`src/rtl/baud_detect.sv`:
```
// baud_detect: auto-baud detector. Times the falling edges of a 0x55 sync
// character on rx, derives the bit period and maps it to rate code 1..5.
// Optional macro BAUD_DETECT_GLITCH_FILTER_EN adds a 4-cycle stability filter
// on the synchronised rx level before edge detection.
module baud_detect #(
   parameter int IDLE_CYCLES = 20000,
   parameter int MAX_SPAN    = 100000,
   parameter int CNT_W       = 17
) (
   input  logic        clk,
   input  logic        rst,
   input  logic        rx,
   input  logic        det_start,
   output logic        busy,
   output logic        det_done,
   output logic        det_err,
   output logic [3:0]  baud_code,
   output logic [15:0] bit_period
);

   localparam logic [CNT_W-1:0] L_IDLE_END = CNT_W'(IDLE_CYCLES - 1);
   localparam logic [CNT_W-1:0] L_MAX      = CNT_W'(MAX_SPAN);

   typedef enum logic [2:0] {
      S_IDLE, S_WAIT_IDLE, S_WAIT_START, S_MEASURE, S_CLASSIFY
   } state_t;

   state_t             r_state, w_state_nxt;
   logic               r_rx_m, r_rx_s, r_lvl_d;
   logic               w_lvl, w_fall;
   logic [CNT_W-1:0]   r_idle_cnt, r_span;
   logic [1:0]         r_fall_cnt;
   logic               w_done_nxt, w_err_nxt;
   logic [CNT_W-1:0]   w_p, w_nom, w_diff;
   logic [3:0]         w_code;
   logic               w_inband, w_ok;

   // two-flop synchroniser for the asynchronous line, plus delayed level for edges
   always_ff @(posedge clk) begin
      if (rst) begin
         r_rx_m  <= 1'b1;
         r_rx_s  <= 1'b1;
         r_lvl_d <= 1'b1;
      end else begin
         r_rx_m  <= rx;
         r_rx_s  <= r_rx_m;
         r_lvl_d <= w_lvl;
      end
   end

`ifdef BAUD_DETECT_GLITCH_FILTER_EN
   logic       r_flt;
   logic [1:0] r_flt_cnt;

   // level follows rx_s only after 4 consecutive cycles at the new value;
   // every edge is delayed equally so the measured span is unaffected
   always_ff @(posedge clk) begin
      if (rst) begin
         r_flt     <= 1'b1;
         r_flt_cnt <= 2'd0;
      end else if (r_rx_s == r_flt) begin
         r_flt_cnt <= 2'd0;
      end else if (r_flt_cnt == 2'd3) begin
         r_flt     <= r_rx_s;
         r_flt_cnt <= 2'd0;
      end else begin
         r_flt_cnt <= r_flt_cnt + 2'd1;
      end
   end

   assign w_lvl = r_flt;
`else
   assign w_lvl = r_rx_s;
`endif

   assign w_fall = r_lvl_d & ~w_lvl;
   assign busy   = (r_state != S_IDLE);

   // span covers 8 bit periods, so the period is span/8 (truncating)
   assign w_p = r_span >> 3;

   // nearest-rate banding and the +/-6.25% tolerance window around the nominal
   always_comb begin
      w_code   = 4'd5;
      w_nom    = CNT_W'(867);
      w_inband = 1'b1;
      if      (w_p >= CNT_W'(7813)) begin w_code = 4'd1; w_nom = CNT_W'(10417); end
      else if (w_p >= CNT_W'(3907)) begin w_code = 4'd2; w_nom = CNT_W'(5209);  end
      else if (w_p >= CNT_W'(2171)) begin w_code = 4'd3; w_nom = CNT_W'(2605);  end
      else if (w_p >= CNT_W'(1302)) begin w_code = 4'd4; w_nom = CNT_W'(1737);  end
      else if (w_p >= CNT_W'(650))  begin w_code = 4'd5; w_nom = CNT_W'(867);   end
      else                                w_inband = 1'b0;
      w_diff = (w_p >= w_nom) ? (w_p - w_nom) : (w_nom - w_p);
      w_ok   = w_inband && (w_diff <= (w_nom >> 4));
   end

   // state register
   always_ff @(posedge clk) begin
      if (rst) r_state <= S_IDLE;
      else     r_state <= w_state_nxt;
   end

   // next-state and result strobes
   always_comb begin
      w_state_nxt = r_state;
      w_done_nxt  = 1'b0;
      w_err_nxt   = 1'b0;
      case (r_state)
         S_IDLE:       if (det_start) w_state_nxt = S_WAIT_IDLE;
         S_WAIT_IDLE:  if (w_lvl && r_idle_cnt == L_IDLE_END) w_state_nxt = S_WAIT_START;
         S_WAIT_START: if (w_fall) w_state_nxt = S_MEASURE;
         S_MEASURE: begin
            if (w_fall && r_fall_cnt == 2'd3) begin
               w_state_nxt = S_CLASSIFY;
            end else if (r_span == L_MAX) begin
               w_err_nxt   = 1'b1;
               w_state_nxt = S_IDLE;
            end
         end
         S_CLASSIFY: begin
            w_done_nxt  = w_ok;
            w_err_nxt   = ~w_ok;
            w_state_nxt = S_IDLE;
         end
         default: w_state_nxt = S_IDLE;
      endcase
   end

   // counters, span latch and held results
   always_ff @(posedge clk) begin
      if (rst) begin
         r_idle_cnt <= '0;
         r_span     <= '0;
         r_fall_cnt <= 2'd0;
         det_done   <= 1'b0;
         det_err    <= 1'b0;
         baud_code  <= 4'd5;
         bit_period <= 16'd0;
      end else begin
         det_done <= w_done_nxt;
         det_err  <= w_err_nxt;
         case (r_state)
            S_IDLE: begin
               r_idle_cnt <= '0;
               r_span     <= '0;
               r_fall_cnt <= 2'd0;
            end
            S_WAIT_IDLE: r_idle_cnt <= w_lvl ? r_idle_cnt + 1'b1 : '0;
            S_WAIT_START: begin
               r_fall_cnt <= 2'd0;
               if (w_fall) r_span <= CNT_W'(1);
            end
            S_MEASURE: begin
               if (w_fall) r_fall_cnt <= r_fall_cnt + 2'd1;
               // the 4th falling edge freezes span at exactly 8 bit periods
               if (!(w_fall && r_fall_cnt == 2'd3)) r_span <= r_span + 1'b1;
            end
            S_CLASSIFY: begin
               if (w_ok) begin
                  baud_code  <= w_code;
                  bit_period <= 16'(w_p);
               end
            end
            default: ;
         endcase
      end
   end

endmodule
```
`config.mk`:
```
export PLATFORM = sky130hd
export DESIGN_NAME = baud_detect
export DESIGN_NICKNAME = d
export VERILOG_FILES = /design/src/rtl/baud_detect.sv
export SDC_FILE = /design/constraint.sdc
export NUM_CORES = 1
export LEC_CHECK = 0
export BUFFER_PORTS_ARGS = -buffer_cell sky130_fd_sc_hd__buf_2
export CORE_MARGIN = 2
export CORE_UTILIZATION = 35
export DETAILED_ROUTE_END_ITERATION = 6
export SLEW_MARGIN = 20
export SYNTH_ARGS = -nofsm -noshare
export SYNTH_HDL_FRONTEND = slang
export SYNTH_SLANG_ARGS = --single-unit
```
`constraint.sdc`:
```
create_clock -name clk -period 12.39 [get_ports clk]
set_input_delay 1.8585 -clock clk [delete_from_list [all_inputs] [get_ports clk]]
set_output_delay 1.8585 -clock clk [all_outputs]
set_load 0.05 [all_outputs]
```
==> impl_results.rst, run 1 <==
.. list-table::
   :header-rows: 1

   * - Metric
     - Value
   * - Result of the run
     - completed
   * - Area growth from synthesis to layout
     - 10.5%
   * - Top cell type's share of synthesized area
     - 26.8%
   * - Critical Path End Type
     - flip-flop
   * - Placer Congestion
     - 0.949
   * - Setup Total Neg Slack
     - 0 ns
   * - Antenna violations before repair
     - 0
   * - Library cell with the largest summed area after synthesis
     - sky130_fd_sc_hd__dfxtp_1
   * - Kind of cell adding the most delay to the critical path
     - compound AO/OA/AOI/OAI gates
   * - CTS tree
     - done
   * - Sequential fraction of design power
     - 41.0%
   * - Maximum VDD drop
     - 0.0769 mV
   * - Num CTS Buffers
     - 9
   * - ANT cells
     - 0
   * - Root Buffer
     - sky130_fd_sc_hd__clkbuf_16
   * - EDFF count, synth
     - 0
   * - Maximum number of pins on one net before global-route repair
     - 50
   * - Number of max-slew violations in the final report
     - 0
   * - Remaining max-slew budget at the tightest pin
     - 41.5%
   * - Slowest library cell on the worst path
     - sky130_fd_sc_hd__a21boi_4
   * - Critical-path maximum fanout
     - 22
   * - Resized Gates After CTS
     - 0
   * - Final WL
     - 12200 µm
   * - Final routed wire length divided by cell count
     - 15.7 µm
   * - Setup slack on the worst flop-to-flop path
     - 4.76 ns
   * - Pleak
     - 1.93 nW
   * - Standard-cell rows
     - 41
   * - Leading post-synthesis cells by cell area
     - sky130_fd_sc_hd__dfxtp_1, sky130_fd_sc_hd__ha_1, sky130_fd_sc_hd__nor2_1, sky130_fd_sc_hd__a21oi_1, sky130_fd_sc_hd__o21ai_0
   * - Core area
     - 12700 µm²
   * - Switching power
     - 0.112 mW
   * - GRT Util Overall
     - 17.6%
   * - DRT iter0 DRCs
     - 297
   * - Number of storage elements in the synthesis netlist
     - 61
   * - Die outline area
     - 13900 µm²
   * - Number of design rule violations left after detail routing
     - 0
   * - Final net count
     - 647
   * - Number of placed cells counting well taps
     - 762
   * - Overflow left after global routing
     - 0
   * - Die outline height
     - 118 µm
   * - Post-Syn Area per Cell
     - 7.55 µm²
   * - PwrDens
     - 97.7 nW/µm²
   * - Hold violation total from the final report
     - 0
   * - DPL Wire Length
     - 9020 µm
   * - Clk pin slew, worst setup/hold paths
     - 0.05 ns
   * - Cell with the most instances after synthesis
     - sky130_fd_sc_hd__nor2_1
   * - Number of I/O port buffers
     - 23
   * - Internal cell power
     - 0.379 mW
   * - H-tree depth
     - 3
   * - Die Width
     - 118 µm
   * - Class of the tightest hold or removal check
     - flip-flop to flip-flop
   * - Sequential-to-total area share from yosys stat
     - 26.8%
   * - Setup slack of the critical path after layout
     - 4.76 ns
   * - Clk_skew
     - 0.00785 ns
   * - Final standard cell count with taps included and fillers excluded
     - 778
   * - Wire length of the first global-routing pass
     - 20300 µm
   * - Post-route clock period utilization
     - 61.6%
   * - Synthesized instance count
     - 603
   * - Fraction of registers with async set/reset
     - 0%
   * - Peak clock frequency supported by timing
     - 131 MHz
   * - Buffer and inverter count on the worst path
     - 3
   * - Synth cell count leaders
     - sky130_fd_sc_hd__nor2_1, sky130_fd_sc_hd__dfxtp_1, sky130_fd_sc_hd__a21oi_1
   * - Clock sink count
     - 61
   * - Setup slack at placement
     - 4.66 ns
   * - Post-CTS setup buffers
     - 0
   * - Number of I/O pins
     - 27
   * - Startpoint Class
     - flip-flop
   * - Post-Synthesis Cell Area
     - 4550 µm²
   * - Number of setup violations in the final report
     - 0
   * - Number of detailed-route iterations in the first pass
     - 5
   * - Vias in the first global route
     - 4058
   * - Via total after detailed routing
     - 4317
   * - Starting utilization of the core area
     - 35.9%
   * - Clk_lat worst skew
     - 0.33 ns
   * - Relative contribution of combinational cells to total power
     - 6.5%
   * - CP required
     - 12.64 ns
   * - Post-detailed-route count of antenna-violating nets
     - 0
   * - Clock power share
     - 52.5%
   * - Path type of the worst setup path
     - flip-flop to flip-flop
   * - RSZ-0062 raised after global routing
     - no
   * - Net switching share of the total power
     - 22.8%
   * - Unique masters post-synth
     - 65
   * - Maximum buffer depth of the clock tree
     - 2
   * - Time the worst path needs with I/O delays and setup
     - 7.63 ns
   * - Routed via count divided by cell count
     - 5.55
   * - # hold bufs at CTS
     - 0
   * - Warnings from Yosys
     - 0
   * - Most used DFF post-synth
     - sky130_fd_sc_hd__dfxtp_1
   * - Data arrival, critical path
     - 7.88 ns
   * - Fraction of final layout cells sized beyond drive strength 1
     - 8.91%
   * - Largest stage delay, worst path
     - 0.60 ns
   * - Actual transition at the worst max-transition pin
     - 0.868 ns
   * - Max-cap violations
     - 0
-- sequential cells by signal (all words and copies together), names as in the netlist --
name / cells
r_fall_cnt: 2
det_done: 1
r_span: 17
det_err: 1
baud_code: 3
r_idle_cnt: 17
r_lvl_d: 1
r_rx_m: 1
r_rx_s: 1
r_state: 3
bit_period: 14
-- power groups by stage --
stage	sequential (mW)	clock (mW)	combinational [mW]
final	0.202	0.258	0.0319
after global routing	0.202	0.272	0.0359
after CTS	0.201	0.262	0.0320
after detailed placement	0.205	0	0.0317
after global placement	0.205	0	0.0313
after floorplan	0.203	0	0.0289
-- metal layers --
layer,track usage (%),up-vias,wire length [µm]
li1,-,2128,-
met1,24.7,2037,5960
met2,27.4,132,5490
met3,2.76,20,558
met4,5.80,0,204
met5,0,-,0
-- cell type report --
class,instances,area (µm²)
flip-flops and latches,61,1220
multi-input cells,474,3050
clock inverters,3,42.5
clock buffers,13,270
fillers,1349,7640
well taps,172,215
repair buffers,23,115
inverters,32,120
-- cell families (layout without fill, tap and decap cells) --
logic type               after synthesis  in the layout  synth area share (%)
AO/OA/AOI/OAI                        167            167                  23.6
XOR/XNOR                              25             25                  4.98
adder cells (fa/ha/maj)               42             42                  11.9
AND/OR/NAND/NOR                      226            226                  23.6
buffers and inverters                 70             71                  6.62
multiplexers                          11             11                  2.45
other                                  1              3                0.0824
flip-flops                            61             61                  26.8
-- metrics by stage --
stage                     cell area (µm²)  hold slack [ns]  total power [mW]  util, %
after floorplan                      4560            0.389             0.232        -
after global placement               4710            0.391             0.237     37.2
after detailed placement             4710            0.395             0.237     37.2
after CTS                            5020            0.407             0.496     39.6
after global routing                 5030            0.424             0.510     39.7
final                                5030            0.406             0.491     39.7
-- worst paths after layout --
check / from / end / depth (start not counted)
worst min-delay path: r_rx_m$_SDFF_PP1_ / r_rx_s$_SDFF_PP1_ / 1
worst max register to register: r_span[3]$_SDFFE_PP0P_ / baud_code[1]$_SDFFE_PP0P_ / 28
worst max-delay path: r_span[3]$_SDFFE_PP0P_ / baud_code[1]$_SDFFE_PP0P_ / 28
worst min register to register: r_rx_m$_SDFF_PP1_ / r_rx_s$_SDFF_PP1_ / 1
-- cells in the final DEF (no fill, tap or decap), types with 7 or more instances in the layout --
cell type,synthesis,layout
sky130_fd_sc_hd__a21oi_1,55,55
sky130_fd_sc_hd__a211oi_1,7,7
sky130_fd_sc_hd__nand4_1,11,11
sky130_fd_sc_hd__buf_2,13,23
sky130_fd_sc_hd__nand3_1,35,35
sky130_fd_sc_hd__nand2_1,46,46
sky130_fd_sc_hd__nor2b_1,7,7
sky130_fd_sc_hd__nor3_1,11,11
sky130_fd_sc_hd__dfxtp_1,61,61
sky130_fd_sc_hd__ha_1,40,40
sky130_fd_sc_hd__and3_1,10,10
sky130_fd_sc_hd__clkbuf_16,0,9
sky130_fd_sc_hd__nand2b_1,7,7
sky130_fd_sc_hd__o21ai_0,43,43
sky130_fd_sc_hd__inv_1,32,32
sky130_fd_sc_hd__nor4_1,7,7
sky130_fd_sc_hd__xnor2_1,19,19
sky130_fd_sc_hd__nor2_1,75,74
sky130_fd_sc_hd__o21ai_1,10,10
sky130_fd_sc_hd__mux2i_1,10,10
Power figures use the tool's default switching activity.
==> inputs of run 2 (changes only) <==
Clock period 12.39 ns to 7.2 ns, I/O delays scaled along.
==> impl_results.rst, run 2 (synthesis results as in run 1) <==
.. list-table::
   :header-rows: 1

   * - Metric
     - Value
   * - Result of the run
     - completed
   * - Slowest library cell on the worst path
     - sky130_fd_sc_hd__and4_2
   * - Uppermost layer routed
     - met4
   * - Clk_lat worst skew
     - 0.33 ns (about the same)
   * - Overflow left after global routing
     - 0 (unchanged)
   * - Number of I/O pins
     - 27 (unchanged)
   * - Most frequent cells in the layout
     - sky130_fd_sc_hd__nor2_1, sky130_fd_sc_hd__a21oi_1, sky130_fd_sc_hd__dfxtp_1
   * - RSZ-0062 raised after global routing
     - no
   * - CTS tree
     - done
   * - Final net count
     - 654 (+1.1%)
   * - Fill cell count
     - 1332 (-1.3%)
   * - Cell with the most instances on the worst path
     - sky130_fd_sc_hd__inv_1
   * - Routed via count divided by cell count
     - 5.51 (-0.78%)
   * - Placer Congestion
     - 0.890 (-6.2%)
   * - Clk pin slew, worst setup/hold paths
     - 0.05 ns (about the same)
   * - CP required
     - 7.45 ns (-5.19 ns)
   * - Startpoint Class
     - flip-flop
   * - Register area
     - 1230 µm² (+0.61%)
   * - Pleak
     - 1.97 nW (+2.4%)
   * - Number of setup violations in the final report
     - 0 (unchanged)
   * - DPL Wire Length
     - 9620 µm (+6.7%)
   * - Path type of the worst setup path
     - flip-flop to flip-flop
   * - Via total after detailed routing
     - 4322 (+0.12%)
   * - Remaining max-slew budget at the tightest pin
     - 41.9% (+0.40 points)
   * - Setup Total Neg Slack
     - 0 ns (unchanged)
   * - Die Width
     - 118 µm (unchanged)
   * - GRT Util Overall
     - 18.3% (+0.73 points)
   * - ANT cells
     - 0 (unchanged)
   * - Final WL
     - 12800 µm (+4.6%)
   * - Placed cell areas
     - 4740 µm² (+0.64%)
   * - Setup slack at placement
     - 0.166 ns (-4.49 ns)
   * - Data arrival, critical path
     - 6.75 ns (-1.13 ns)
   * - Setup slack of the critical path after layout
     - 0.699 ns (-4.06 ns)
   * - Antenna violations before repair
     - 0 (unchanged)
   * - Final standard cell count with taps included and fillers excluded
     - 785 (+0.90%)
   * - Area growth from synthesis to layout
     - 12.7%
   * - Die outline height
     - 118 µm (unchanged)
   * - Hold violation total from the final report
     - 0 (unchanged)
   * - Class of the tightest hold or removal check
     - flip-flop to flip-flop
   * - Number of detailed-route iterations in the first pass
     - 5 (unchanged)
   * - Maximum buffer depth of the clock tree
     - 2 (unchanged)
   * - PwrDens
     - 170 nW/µm² (+74%)
   * - Routed length on met3
     - 490 µm (-12%)
   * - Number of I/O port buffers
     - 23 (unchanged)
   * - Root Buffer
     - sky130_fd_sc_hd__clkbuf_16
   * - Max-cap violations
     - 0 (unchanged)
   * - Final routed wire length divided by cell count
     - 16.3 µm (+3.7%)
   * - Time the worst path needs with I/O delays and setup
     - 6.50 ns (-1.13 ns)
   * - DRT iter0 DRCs
     - 280 (-5.7%)
   * - Summed area of non-filler cells in the final layout
     - 5130 µm² (+1.9%)
   * - Wire length of the first global-routing pass
     - 20900 µm (+2.7%)
   * - Critical Path End Type
     - flip-flop
   * - Core area
     - 12700 µm² (unchanged)
   * - Met1 Routed Length
     - 6290 µm (+5.6%)
   * - Number of design rule violations left after detail routing
     - 0 (unchanged)
   * - Maximum number of pins on one net before global-route repair
     - 50 (unchanged)
   * - Number of max-slew violations in the final report
     - 0 (unchanged)
   * - Largest registers in the final layout
     - r_idle_cnt x17, r_span x17, bit_period x14
   * - Post-detailed-route count of antenna-violating nets
     - 0 (unchanged)
   * - Commonest non-fill, non-tap cell in the layout
     - sky130_fd_sc_hd__nor2_1
   * - Die outline area
     - 13900 µm² (unchanged)
   * - Area occupied by multi-input gates
     - 3060 µm² (+0.33%)
   * - Total power of the final layout
     - 0.871 mW (+77%)
   * - Actual transition at the worst max-transition pin
     - 0.871 ns (+0.00320 ns)
   * - Critical-path maximum fanout
     - 14 (-36%)
   * - Largest stage delay, worst path
     - 0.49 ns (-0.11 ns)
   * - Number of placed cells counting well taps
     - 766 (+0.52%)
   * - # hold bufs at CTS
     - 0 (unchanged)
   * - Peak clock frequency supported by timing
     - 154 MHz (+17%)
   * - Num CTS Buffers
     - 9 (unchanged)
   * - Fraction of final layout cells sized beyond drive strength 1
     - 10.9% (+2.0 points)
   * - Clk_skew
     - 0.00562 ns (-0.00223 ns)
   * - Amount of wire on met2 after detailed routing
     - 5730 µm (+4.4%)
   * - H-tree depth
     - 3 (unchanged)
   * - Clock sink count
     - 61 (unchanged)
   * - Post-route clock period utilization
     - 90.3% (+29 points)
   * - Starting utilization of the core area
     - 35.9% (unchanged)
   * - Maximum VDD drop
     - 0.194 mV (+150%)
   * - Standard-cell rows
     - 41 (unchanged)
   * - Vias in the first global route
     - 4056 (-0.049%)
[run 2: cell types whose count changed in the layout (fill, tap and decap cells not counted), sizes merged]
cell    delta
buf        +7
bufinv     +1
clkinv     -1
[run 2: routing by layer]
metal | GRT usage, % | up-vias
li1 | - | 2153
met1 | 26.3 | 2040
met2 | 28.6 | 111
met3 | 1.89 | 18
met4 | 6.10 | 0
met5 | 0 | -
[run 2: what timing repair did]
action / 4_1_cts / 5_1_grt
setup buffers: 0 / 3
gates resized for setup: 0 / 10
endpoints found under the setup margin: 0 / 19
[run 2: final cells by class]
cell class | instances | share of cell area (%)
clock buffer | 13 | 5.07
clock inverter | 3 | 1.32
inverter | 32 | 2.34
multi-input combinational | 474 | 59.6
sequential | 61 | 24.0
tap | 172 | 4.20
timing repair buffer | 30 | 3.51
[run 2: worst paths after layout]
kind,from,to,slack [ns],cells past startpoint
worst min-delay path,r_rx_m$_SDFF_PP1_,r_rx_s$_SDFF_PP1_,0.41,1
worst min register to register,r_rx_m$_SDFF_PP1_,r_rx_s$_SDFF_PP1_,0.41,1
worst max-delay path,r_span[8]$_SDFFE_PP0P_,bit_period[5]$_SDFFE_PP0P_,0.70,29
worst max register to register,r_span[8]$_SDFFE_PP0P_,bit_period[5]$_SDFFE_PP0P_,0.70,29
[run 2: per-stage QoR]
| stage | hold WS [ns] | utilization, % |
|---|---|---|
| after floorplan | 0.389 | - |
| after global placement | 0.391 | 37.4 |
| after detailed placement | 0.400 | 37.4 |
| after CTS | 0.414 | 40.0 |
| after global routing | 0.442 | 40.5 |
| final | 0.412 | 40.5 |
[run 2: worst max-delay path, delay by kind of cell (launching register included)]
family	cells	cell delay [ns]
xor gates and xnor gates	1	0.18
buffers and inverters	7	1.01
adders and majority gates	2	0.64
AOI/OAI and AO/OA	12	2.73
DFF	1	0.48
and+or+nand+nor	7	1.38
[run 2: power by group]
part           switching (mW)  total, mW  internal [mW]
registers             0.00559      0.347          0.341
logic                  0.0385     0.0549         0.0164
clock network           0.147      0.469          0.322
total                   0.191      0.871          0.679
